--- config.mk ---
export PLATFORM = sky130hd
export DESIGN_NAME = morse_msg_sequencer
export DESIGN_NICKNAME = d
export VERILOG_FILES = /design/src/rtl/morse_pkg.sv /design/src/rtl/morse_fifo.sv /design/src/rtl/morse_msg_sequencer.sv
export SDC_FILE = /design/constraint.sdc
export NUM_CORES = 1
export LEC_CHECK = 0
export CORE_ASPECT_RATIO = 1.4
export CORE_UTILIZATION = 45
export DETAILED_ROUTE_END_ITERATION = 8
export GPL_ROUTABILITY_DRIVEN = 0
export PLACE_DENSITY_LB_ADDON = 0.1
export REMOVE_ABC_BUFFERS = 1
export SLEW_MARGIN = 20
export SYNTH_ARGS = -nofsm -noshare
export SYNTH_HDL_FRONTEND = slang
export SYNTH_SLANG_ARGS = --single-unit
--- constraint.sdc ---
create_clock -name Clk -period 2.19 [get_ports Clk]
set_clock_uncertainty 0.15 [all_clocks]
set_input_delay 0.5475 -clock Clk [delete_from_list [all_inputs] [get_ports Clk]]
set_output_delay 0.5475 -clock Clk [all_outputs]
set_load 0.1 [all_outputs]
--- src/rtl/morse_pkg.sv ---
// Shared types and letter tables for the Morse message sequencer.
// A pattern is left-aligned with the first element in bit 3 (1 = dash).
package morse_pkg;

  typedef enum logic [2:0] {
    IDLE = 3'd0,
    LOAD = 3'd1,
    ON   = 3'd2,
    GAP  = 3'd3,
    LGAP = 3'd4
  } state_t;

  localparam logic [2:0] LTR_A = 3'd0;
  localparam logic [2:0] LTR_B = 3'd1;
  localparam logic [2:0] LTR_C = 3'd2;
  localparam logic [2:0] LTR_D = 3'd3;
  localparam logic [2:0] LTR_E = 3'd4;
  localparam logic [2:0] LTR_F = 3'd5;
  localparam logic [2:0] LTR_G = 3'd6;
  localparam logic [2:0] LTR_H = 3'd7;

  // Returns {pattern[3:0], size[2:0]}.
  function automatic logic [6:0] morse_lut(input logic [2:0] code);
    logic [6:0] res;
    case (code)
      LTR_A:   res = {4'b0100, 3'd2};
      LTR_B:   res = {4'b1000, 3'd4};
      LTR_C:   res = {4'b1010, 3'd4};
      LTR_D:   res = {4'b1000, 3'd3};
      LTR_E:   res = {4'b0000, 3'd1};
      LTR_F:   res = {4'b0010, 3'd4};
      LTR_G:   res = {4'b1100, 3'd3};
      default: res = {4'b0000, 3'd4};
    endcase
    return res;
  endfunction

endpackage

--- src/rtl/morse_fifo.sv ---
// Small letter FIFO with synchronous flush; read data is the current head entry.
module morse_fifo #(
  parameter int DEPTH = 4,
  parameter int W     = 3
) (
  input  logic         clk,
  input  logic         rst_n,
  input  logic         flush,
  input  logic         push,
  input  logic         pop,
  input  logic [W-1:0] wdata,
  output logic [W-1:0] rdata,
  output logic         full,
  output logic         empty
);

  localparam int AW = $clog2(DEPTH);

  logic [W-1:0] mem [DEPTH];
  logic [AW-1:0] wr_ptr_reg, rd_ptr_reg;
  logic [AW:0]   count_reg;
  logic          do_push, do_pop;

  assign full    = (count_reg == (AW+1)'(DEPTH));
  assign empty   = (count_reg == '0);
  assign do_push = push && !full && !flush;
  assign do_pop  = pop && !empty && !flush;
  assign rdata   = mem[rd_ptr_reg];

  always_ff @(posedge clk) begin
    if (do_push) mem[wr_ptr_reg] <= wdata;
  end

  // Pointers wrap naturally because DEPTH is a power of two.
  always_ff @(posedge clk or negedge rst_n) begin
    if (!rst_n) begin
      wr_ptr_reg <= '0;
      rd_ptr_reg <= '0;
      count_reg  <= '0;
    end else if (flush) begin
      wr_ptr_reg <= '0;
      rd_ptr_reg <= '0;
      count_reg  <= '0;
    end else begin
      if (do_push) wr_ptr_reg <= wr_ptr_reg + 1'b1;
      if (do_pop)  rd_ptr_reg <= rd_ptr_reg + 1'b1;
      case ({do_push, do_pop})
        2'b10:   count_reg <= count_reg + 1'b1;
        2'b01:   count_reg <= count_reg - 1'b1;
        default: count_reg <= count_reg;
      endcase
    end
  end

endmodule

--- src/rtl/morse_msg_sequencer.sv ---
// Plays queued letters A..H as Morse code on one LED using a unit-time prescaler.
// FSM, prescaler and unit counter live here; letters are buffered in morse_fifo.
module morse_msg_sequencer
  import morse_pkg::*;
#(
  parameter int TICK_DIV = 25_000_000,
  parameter int DEPTH    = 4
) (
  input  logic       Clk,
  input  logic       Reset,
  input  logic       Abort,
  input  logic       In_Valid,
  input  logic [2:0] In_Letter,
  output logic       In_Ready,
  output logic       LEDR,
  output logic       Busy,
  output logic       Done
);

  localparam int PW = (TICK_DIV > 2) ? $clog2(TICK_DIV) : 1;
  localparam logic [PW-1:0] TICK_LAST = PW'(TICK_DIV - 1);
  localparam logic [PW-1:0] TICK_PRE  = PW'(TICK_DIV - 2);

  state_t        state_reg, state_next;
  logic [PW-1:0] presc_reg, presc_next;
  logic [1:0]    unit_reg, unit_next;
  logic [2:0]    remain_reg, remain_next;
  logic [3:0]    pat_reg, pat_next;
  logic          led_reg, led_next;
  logic          done_reg, done_next;

  logic       fifo_full, fifo_empty, fifo_push, fifo_pop;
  logic [2:0] fifo_rdata;
  logic       tick, elem_last;

  assign fifo_push = In_Valid && !fifo_full && !Abort;
  assign fifo_pop  = (state_reg == LOAD) && !Abort;

  morse_fifo #(.DEPTH(DEPTH), .W(3)) u_fifo (
    .clk   (Clk),
    .rst_n (Reset),
    .flush (Abort),
    .push  (fifo_push),
    .pop   (fifo_pop),
    .wdata (In_Letter),
    .rdata (fifo_rdata),
    .full  (fifo_full),
    .empty (fifo_empty)
  );

  assign tick      = (presc_reg == TICK_LAST);
  assign elem_last = pat_reg[3] ? (unit_reg == 2'd2) : (unit_reg == 2'd0);

  always_comb begin
    state_next  = state_reg;
    presc_next  = tick ? '0 : presc_reg + 1'b1;
    unit_next   = tick ? unit_reg + 1'b1 : unit_reg;
    remain_next = remain_reg;
    pat_next    = pat_reg;
    done_next   = 1'b0;
    case (state_reg)
      IDLE: begin
        presc_next = '0;
        unit_next  = '0;
        if (!fifo_empty) state_next = LOAD;
      end
      LOAD: begin
        presc_next              = '0;
        unit_next               = '0;
        {pat_next, remain_next} = morse_lut(fifo_rdata);
        state_next              = ON;
      end
      ON: begin
        if (tick && elem_last) begin
          remain_next = remain_reg - 1'b1;
          pat_next    = {pat_reg[2:0], 1'b0};
          unit_next   = '0;
          state_next  = (remain_reg != 3'd1) ? GAP : LGAP;
        end
      end
      GAP: begin
        if (tick) begin
          unit_next  = '0;
          state_next = ON;
        end
      end
      LGAP: begin
        // The LOAD cycle is the final low cycle of the letter gap, so a
        // waiting letter leaves LGAP one cycle early to keep the gap exact.
        if (unit_reg == 2'd2 && presc_reg == TICK_PRE && !fifo_empty) begin
          state_next = LOAD;
        end else if (tick && unit_reg == 2'd2) begin
          unit_next = '0;
          if (!fifo_empty) begin
            state_next = LOAD;
          end else begin
            state_next = IDLE;
            done_next  = 1'b1;
          end
        end
      end
      default: state_next = IDLE;
    endcase
    if (Abort) begin
      state_next = IDLE;
      presc_next = '0;
      unit_next  = '0;
      done_next  = 1'b0;
    end
    led_next = (state_next == ON);
  end

  always_ff @(posedge Clk or negedge Reset) begin
    if (!Reset) begin
      state_reg  <= IDLE;
      presc_reg  <= '0;
      unit_reg   <= '0;
      remain_reg <= '0;
      pat_reg    <= '0;
      led_reg    <= 1'b0;
      done_reg   <= 1'b0;
    end else begin
      state_reg  <= state_next;
      presc_reg  <= presc_next;
      unit_reg   <= unit_next;
      remain_reg <= remain_next;
      pat_reg    <= pat_next;
      led_reg    <= led_next;
      done_reg   <= done_next;
    end
  end

  assign In_Ready = !fifo_full;
  assign LEDR     = led_reg;
  assign Busy     = (state_reg != IDLE);
  assign Done     = done_reg;

endmodule

* After elaboration in Yosys (flattened, before gate mapping)
Memory sizes are Yosys's and may differ from the RTL's.
Index checks and enable logic that the tools add are counted.
** Cells by class
- $add $sub $neg :: 7
- Equality and inequality tests :: 19
- Mux-type cells :: 38
- Reduce and logical (&&, ||, !) cells :: 25
** Operator list (count)
- two-way mux 25 bit :: 3
- equality test 25 bit (second input constant) :: 2
- one-hot mux 7 bit (7 select lines) :: 1
- two-way mux 3 bit :: 9
- adder 25 x 1 -> 25 bit (second input constant) :: 1
- two-way mux 2 bit :: 10
- equality test 3 x 2 -> 1 bit (second input constant) :: 5
- equality test 3 bit (second input constant) :: 5
- one-hot mux 3 bit (5 select lines) :: 1
- one-hot mux 3 bit (2 select lines) :: 2
- logical AND 1 bit :: 11
- zero test 3 bit :: 3
- two-way mux 1 bit :: 9
- one-hot mux 2 bit (4 select lines) :: 1
- one-hot mux 4 bit (2 select lines) :: 1
- adder 2 x 1 -> 2 bit (second input constant) :: 3
- equality test 3 x 1 -> 1 bit (second input constant) :: 2
- nonzero test 2 bit :: 3
- nonzero test 3 bit :: 2
- subtractor 3 x 1 -> 3 bit (second input constant) :: 2
- equality test 2 bit (second input constant) :: 2
- two-way mux 4 bit :: 1
- adder 3 x 1 -> 3 bit (second input constant) :: 1
- zero test 1 bit :: 3
- 6 further kinds :: 6
** Word-level totals
- Bits in registers :: 46
- RAM bits :: 12
- Bits of input ports :: 7
- Output and inout port bits :: 4
- Word-level logic and storage cells :: 100
- Memories kept :: 1
** Memories
- u_fifo.mem :: depth 4, width 3, rd ports 1, clocked after Yosys merged registers in 0, write ports 1, RTL line morse_fifo.sv:19 : logic [W-1:0] mem [DEPTH];

* Depth between registers and ports, before layout
Gate-level depths: netlist of run 1.
- Word-level depth :: 9
- Depth in mapped cells :: 9
- Depth with buffers taken out :: 8

* Cells and area by module
From an unflattened synthesis of run 1, not the netlist that was laid out.
** Unflattened totals
- Cells, all modules :: 331
- Area total of the unflattened synthesis :: 3352.0 um^2
** Modules (own cells, without submodules)
- morse_msg_sequencer :: times used 1, cells an instance 250, area an instance 2348.5 um^2, sequential area each 950.9 um^2
- morse_fifo :: times used 1, cells an instance 81, area an instance 1003.5 um^2, sequential area each 535.5 um^2

* Worst setup path before layout of run 1
No wires, ideal clock.
- Path kind :: register to register
- Start :: reg u_fifo.count_reg[0]
- End :: reg u_fifo.count_reg[2]
- Library setup time :: 132 ps
- Arrival :: 2587 ps
- Data required time :: 1908 ps
- Slack :: -679 ps
- Cell stages (with the launch flop) :: 10
- Buffers on the path :: 1
- Period minus slack after synthesis :: 2869 ps
- Path through :: dfrtp_1 -> or3b_2 -> clkbuf_1 -> a211o_1 -> nor2_1 -> fa_1 -> o2111ai_1 -> o21ai_1 -> xnor2_1 -> nor2_1
** On the way
- Word-level cells in the longest chain between the ends :: 9
- Elaborated cells between the ends (all ways) :: 17
- Those cells by class :: 2 x add/sub; 3 x eq/ne; 2 x mux; 10 x reduce/logical
** Ends and longest elaborated chain
- start: declaration :: RTL line morse_fifo.sv:21 : logic [AW:0] count_reg;
- start signal: assignment :: RTL line morse_fifo.sv:48 : 2'b10: count_reg <= count_reg + 1'b1;
- start signal: assignment :: RTL line morse_fifo.sv:49 : 2'b01: count_reg <= count_reg - 1'b1;
- start signal: assignment :: RTL line morse_fifo.sv:50 : default: count_reg <= count_reg;
- equality test 3 bit * :: RTL line morse_fifo.sv:24 : assign full = (count_reg == (AW+1)'(DEPTH));
- zero test 1 bit *
- via In_Ready :: RTL line morse_msg_sequencer.sv:14 : output logic In_Ready,
- logical AND 1 bit (2 in series) :: RTL line morse_msg_sequencer.sv:36 : assign fifo_push = In_Valid && !fifo_full && !Abort;
- logical AND 1 bit * (2 in series) :: RTL line morse_fifo.sv:26 : assign do_push = push && !full && !flush;
- equality test 2 x 1 -> 1 bit / equality test 2 bit (equally long branches) :: RTL line morse_fifo.sv:47 : case ({do_push, do_pop})
- one-hot mux 3 bit (2 select lines) :: RTL line morse_fifo.sv:47
- two-way mux 3 bit :: RTL line morse_fifo.sv:40 : end else if (flush) begin
The timed path passes the listed nets; every way through them passes the cells marked *.
A chain may end at the register's enable or synchronous reset.

* Worst setup path after layout of run 1
- Start :: reg presc_reg[10]
- End :: reg remain_reg[0]
** On the way
- Word-level cells in the longest chain between the ends :: 4
** Ends and longest elaborated chain
- start: declaration :: RTL line morse_msg_sequencer.sv:25 : logic [PW-1:0] presc_reg, presc_next;
- start signal: assignment :: RTL line morse_msg_sequencer.sv:124 : presc_reg <= presc_next;
- equality test 25 bit :: RTL line morse_msg_sequencer.sv:51 : assign tick = (presc_reg == TICK_LAST);
- logical AND 1 bit :: RTL line morse_msg_sequencer.sv:74 : if (tick && elem_last) begin
- != test 2 bit (no line)
- AND reduction 2 bit (no line)
- end signal: assignment :: RTL line morse_msg_sequencer.sv:126 : remain_reg <= remain_next;
- end: declaration :: RTL line morse_msg_sequencer.sv:27 : logic [2:0] remain_reg, remain_next;
Every way passes these cells.

==> results.md, run 1 <==
* Max_cap viols at 0
* Final setup vio count at 0
* Fin crit period at between 2000 and 2500 ps
* Rel. slew slack at 66.74%
* Post-synth EDFFs at 12
* Drt pass-1 iters at 4
* Vias in the first global route at approximately 2400
* Commonest non-fill, non-tap cell in the layout: nor2_1
* Area occupied by registers at 1486 sq um
* # rows at 35
* Pin count of the biggest net entering global routing at 26
* Synth Flop Type: dfrtp_1
* Ranking of synthesized cells by area: dfrtp_1, edfxtp_1, nor2_1
* Slew at the pin closest to its max-slew limit at 498.8 ps
* Die width at 72.15 um
* RSZ-0062 raised after global routing: true
* Sw Ratio at 33.18%
* Post-Place Cells at around 440
* Max reg flops at 25
* Vias at about 2300
* Crit share post-route at 99.94%
* First-pass GRT wire length at around 11000 um
* Worst skew pair latency at 330 ps
* Max FO, Critical Path at 4
* CTS tree: built
* WL/cell at 13.86 um
* Core ar. at 6613 sq um
* DR vias/cell at 5.075
* Pwr Total at 3.918 mW
* Hold Crit Class: in -> async
* CP arrival at 2250 ps
* Synth top area share at 36.32%
* Yosys top cell by area: dfrtp_1
* Fmax at 0.4569 GHz
* Layout cell share with drive strength beyond 1 at 22.65%
* CP Capture Type: flip-flop
* Max-slew violations at 0
* Antenna-violating nets left at 0
* Syn-to-layout area delta at 25.71%
* R2R depth at 5
* Sequential share of power at about a third
* Port-buffer cells at 10
* Kind of critical path: reg -> reg
* Die H at roughly 100 um
* Clock sink count at 57
* Clk pwr share at 29.8%
* Drt drc at 0
* Register area share after synthesis at around 48%
* Lkg Pwr at 1.589 nW
* Post-Synthesis Cells at 311
* Full die area at between 7000 and 8000 sq um
* Util after Layout at 58.94%
* Post-DP HPWL at 4727 um
* Most frequent cells in the layout: nor2_1, dfrtp_1, buf_4
* CTS clock-pin slew for the worst setup and hold paths at 60 ps
* Post-synthesis cell area at 3100 sq um
* DRT Wirelength at between 6000 and 7000 um
* Placement Setup Slack at -75.50 ps
* Starting density of the core at 46.89%
* Startpoint of the worst register-to-register path: presc_reg[10]$_DFF_PN0_
* # H-tree levels at 3
* Fillers at approximately 580
* Worst reg2reg path endpoint: remain_reg[0]$_DFFE_PN0P_
* Number of diodes at 0
* Crit path required time at 2250 ps
* DRT iter0 DRCs at 80
* Multi-input logic area at approximately 1600 sq um
* Non-Filler Instances at between 400 and 500
* CTS Buf Count at 9
* Int Power at 2.618 mW
* PD cells at 1005 nW/um^2
* FF+latch count, synth at 57
* Setup crit start kind: flip-flop
* Worst setup margin at 1.423 ps
* Synth unique cells at 52
* Logic gate share of total power at a little under two fifths
* Syn_area_per_cell at 9.969 sq um
* VDD IR max at 0.6972 mV
* All-Layer GR Usage at 19.59%
* IO Pins at 11
* Nets at 376
* Antenna violations before repair at 0
* CTS Buffer Depth at 2
* Synth Warn # at 0
* Psw at between 1 and 1.5 mW
* Reg2reg setup slack at 1 ps
* Post-synthesis async set-or-reset flop share at 78.95%
* Status: finished, final reports clean
* Clock Tree Root: clkbuf_8
* Hold violation count in the final report at 0
* Global route overflow at 0
## metrics by stage
stage               instance area [sq um]  setup TNS [ps]  hold slack [ps]
floorplan                            3044          -803.1            101.9
finish                               3897               0            28.07
global route                         3897          -375.3            57.89
CTS                                  3825          -11.33            29.16
global placement                     3572          -133.1            315.9
detailed placement                   3572          -211.7            323.0
## Yosys cell counts, types with 2 or more instances
cell type	number
a31o_2	2
dfrtp_1	45
o21ai_0	10
nor3_1	9
buf_2	3
nand2b_1	4
xnor2_1	18
or3_1	5
or3b_2	3
a21oi_1	10
mux4_2	3
nand2_1	18
mux2_2	2
and2_1	6
nor2b_1	2
xor2_1	12
ha_1	11
o21ai_1	3
a211o_1	2
nor4_1	3
or2_1	2
clkbuf_1	10
nand3_1	17
and3_1	4
nand4_1	8
and4_1	2
edfxtp_1	12
inv_1	11
nor2_1	49
nor3b_1	3
## cells by family (layout without fill, tap and decap cells)
family,after synthesis,count (layout),synth area share (%)
fa+ha+maj,12,12,5.085
buf+inv,25,76,3.148
simple gates,142,142,23.89
mux,6,6,3.228
xor+xnor,30,30,8.475
flops,57,57,47.94
compound gates,39,39,8.234
## final cells by class
class                           count  area share, %
Timing Repair Buffer               49          11.46
Inverter                           11          1.059
Sequential cell                    57          38.14
Multi-Input combinational cell    229          40.35
Clock inverter                      5          2.665
Clock buffer                       11          3.371
Tap cell                           92          2.953
## worst max-delay path by stage
stage / from / end / slack (ps)
CTS: state_reg[2]$_DFF_PN0_ / Busy / -10
floorplan: u_fifo.count_reg[0]$_DFFE_PN0P_ / u_fifo.count_reg[1]$_DFFE_PN0P_ / -340
finish: presc_reg[10]$_DFF_PN0_ / remain_reg[0]$_DFFE_PN0P_ / 1
detailed placement: In_Valid / u_fifo.count_reg[1]$_DFFE_PN0P_ / -80
global route: presc_reg[10]$_DFF_PN0_ / remain_reg[0]$_DFFE_PN0P_ / -130
global placement: In_Valid / u_fifo.count_reg[2]$_DFFE_PN0P_ / -50
## critical path: stages, from the launching register on
cell and delay [ps]:
dfrtp_1 370, or4b_4 560, nor4_4 200, a41oi_2 220, or2_1 290, a211o_1 290
## power by group through the flow
stage,clock [mW],combinational [mW],sequential (mW)
3_5_place_dp,0,1.37,1.30
6_report,1.17,1.47,1.28
2_1_floorplan,0,0.744,1.39
3_3_place_gp,0,1.36,1.30
5_1_grt,1.24,1.60,1.30
4_1_cts,1.20,1.40,1.28
## routing by layer
metal / vias up / routed length (um) / track usage, %
met4: 0 / 120 / 9.804
met5: - / 0 / 0
met2: 20 / 3487 / 36.45
li1: 1178 / - / -
met3: 11 / 118 / 3.313
met1: 1095 / 2566 / 20.82
## repair_timing
item                       4_1_cts  5_1_grt
gates resized for setup          5       16
gates cloned                     0        0
setup endpoints to repair        8       11
pin swaps                        2        6
setup buffers                    0        2
hold buffers                     0        0
No activity file was read; power rests on OpenSTA's default activity.
==> run 2, diff against run 1 <==
TNS_END_PERCENT = 30   (was unset)
==> run 2 against run 1 <==
Net effect:
- die area unchanged
- sequential share of layout area is 0.36 points higher
- clock power hardly changed
- design area down 0.93%
- via count hardly changed
- wire length down 0.78%
==> results.md, run 2 (synthesis results as in run 1) <==
* Status: finished, final reports clean (unchanged)
* R2R depth at 5 (unchanged)
* Antenna violations before repair at 0 (unchanged)
* Drt drc at 0 (unchanged)
* Post-CTS setup buffer count at 0 (unchanged)
* DRT iter0 DRCs at 77 (was 80)
* Util after Layout at 58.39% (was 58.94%)
* CP Capture Type: output pin (was flip-flop)
* CP arrival at 1470 ps (was 2250 ps)
* Starting density of the core at 46.89% (unchanged)
* Antenna-violating nets left at 0 (unchanged)
* Slew at the pin closest to its max-slew limit at 497.7 ps (was 498.8 ps)
* Post-DP HPWL at 4727 um (unchanged)
* Vias in the first global route at 2365 (unchanged)
* Drt pass-1 iters at 4 (unchanged)
* Post-CTS Hold Fix Bufs at 0 (unchanged)
* CP max-delay cell: dfrtp_1 (was or4b_4)
* Rel. slew slack at 66.82% (was 66.74%)
* Worst reg2reg path endpoint: remain_reg[0]$_DFFE_PN0P_ (unchanged)
* Nets at 374 (was 376)
* RSZ-0062 raised after global routing: true (unchanged)
* Die width at 72.15 um (unchanged)
* Number of diodes at 0 (unchanged)
* Max FO, Critical Path at 19 (was 4)
* Fillers at 584 (was 582)
* Final setup vio count at 0 (unchanged)
* # rows at 35 (unchanged)
* Vias at 2303 (was 2304)
* Kind of critical path: reg -> out (was reg -> reg)
* Die H at 100.2 um (unchanged)
* Most frequent cells in the layout: nor2_1, dfrtp_1, buf_4 (unchanged)
* Layout cell share with drive strength beyond 1 at 21.39% (was 22.65%)
* Commonest non-fill, non-tap cell in the layout: nor2_1 (unchanged)
* Startpoint of the worst register-to-register path: presc_reg[10]$_DFF_PN0_ (unchanged)
* IO Pins at 11 (unchanged)
* Max_cap viols at 0 (unchanged)
* Crit path largest cell delay at 400 ps (was 560 ps)
* Port-buffer cells at 10 (unchanged)
* Crit share post-route at 99.02% (was 99.94%)
* Worst setup margin at 21.51 ps (was 1.423 ps)
* CTS tree: built (unchanged)
* Fmax at 0.4612 GHz (was 0.4569 GHz)
* All-Layer GR Usage at 19.59% (unchanged)
* DR vias/cell at 5.095 (was 5.075)
* CTS Buffer Depth at 2 (unchanged)
* Max reg flops at 25 (unchanged)
* Fin crit period at 2168 ps (was 2189 ps)
* CP Cell Sequence: buf_6, or3_4, buf_12 (was or4b_4, nor4_4, a41oi_2, or2_1, a211o_1)
* Pin count of the biggest net entering global routing at 26 (unchanged)
* VDD IR max at 0.6967 mV (was 0.6972 mV)
* Crit path required time at 1490 ps (was 2250 ps)
* Max-slew violations at 0 (unchanged)
* Lkg Pwr at 1.573 nW (was 1.589 nW)
* Hold Crit Class: in -> async (unchanged)
* Clock Tree Root: clkbuf_8 (unchanged)
* Hold violation count in the final report at 0 (unchanged)
* Clock sink count at 57 (unchanged)
* Global route overflow at 0 (unchanged)
* Core ar. at 6613 sq um (unchanged)
* CTS Buf Count at 9 (unchanged)
* WL/cell at 13.81 um (was 13.86 um)
* Setup crit start kind: flip-flop (unchanged)
* First-pass GRT wire length at 10670 um (unchanged)
* DRT Wirelength at 6243 um (was 6292 um)
* Worst skew pair latency at 330 ps (about the same)
* Reg2reg setup slack at 50 ps (was 1 ps)
* CTS clock-pin slew for the worst setup and hold paths at 60 ps (about the same)
* # H-tree levels at 3 (unchanged)
* PD cells at 1002 nW/um^2 (was 1005 nW/um^2)
* Full die area at 7231 sq um (unchanged)
* Syn-to-layout area delta at 24.54% (was 25.71%)
* Placement Setup Slack at -75.50 ps (unchanged)
[run 2: what timing repair did]
item                                    4_1_cts  5_1_grt
endpoints found under the setup margin        8       11
gates resized for setup                       5        9
pin swaps                                     2        2
[run 2: power breakdown]
group	switching (mW)	internal, mW
registers	0.0772	1.21
logic	0.797	0.618
clock network	0.411	0.757
[run 2: area by class of cell]
type / count / area (sq um) / share of cell area, %
Sequential cell: 57 / 1486 / 38.50
Multi-Input combinational cell: 229 / 1559 / 40.38
Inverter: 11 / 41.29 / 1.069
Clock inverter: 5 / 103.9 / 2.690
Clock buffer: 11 / 131.4 / 3.402
Tap cell: 92 / 115.1 / 2.981
Timing Repair Buffer: 47 / 424.2 / 10.99
[run 2: worst max-delay path: cells and delay by family (launching register included)]
family / cells / cell delay [ps]
buf+inv: 2 / 350
flops: 1 / 400
simple gates: 1 / 400
[run 2: per-stage QoR]
stage	TNS [ps]	power, mW	area [sq um]	cells	hold WS [ps]
3_5_place_dp	-211.7	2.668	3572	436	323.0
2_1_floorplan	-803.1	2.132	3044	297	101.9
5_1_grt	-327.3	4.092	3861	452	57.89
4_1_cts	-11.33	3.880	3825	452	29.16
3_3_place_gp	-133.1	2.658	3572	436	315.9
6_report	0	3.867	3861	452	27.67
[run 2: per-layer routing]
layer  wire length [um]  vias to the layer above  track usage (%)  part of all wire [%]
met1               2569                     1100            20.82                    41
met2               3427                       20            36.45                    55
met5                  0                        -                0                     0
li1                   -                     1170                -                     -
met3                110                       13            3.313                   1.8
met4                135                        0            9.804                   2.2
[run 2: worst max path at each step]
stage / startpoint / to / slack, ps / cells after the start
3_5_place_dp: In_Valid / u_fifo.count_reg[1]$_DFFE_PN0P_ / -80 / 6
2_1_floorplan: u_fifo.count_reg[0]$_DFFE_PN0P_ / u_fifo.count_reg[1]$_DFFE_PN0P_ / -340 / 6
5_1_grt: presc_reg[10]$_DFF_PN0_ / remain_reg[0]$_DFFE_PN0P_ / -80 / 5
6_report: state_reg[2]$_DFF_PN0_ / Busy / 20 / 3
4_1_cts: state_reg[2]$_DFF_PN0_ / Busy / -10 / 3
3_3_place_gp: In_Valid / u_fifo.count_reg[2]$_DFFE_PN0P_ / -50 / 8
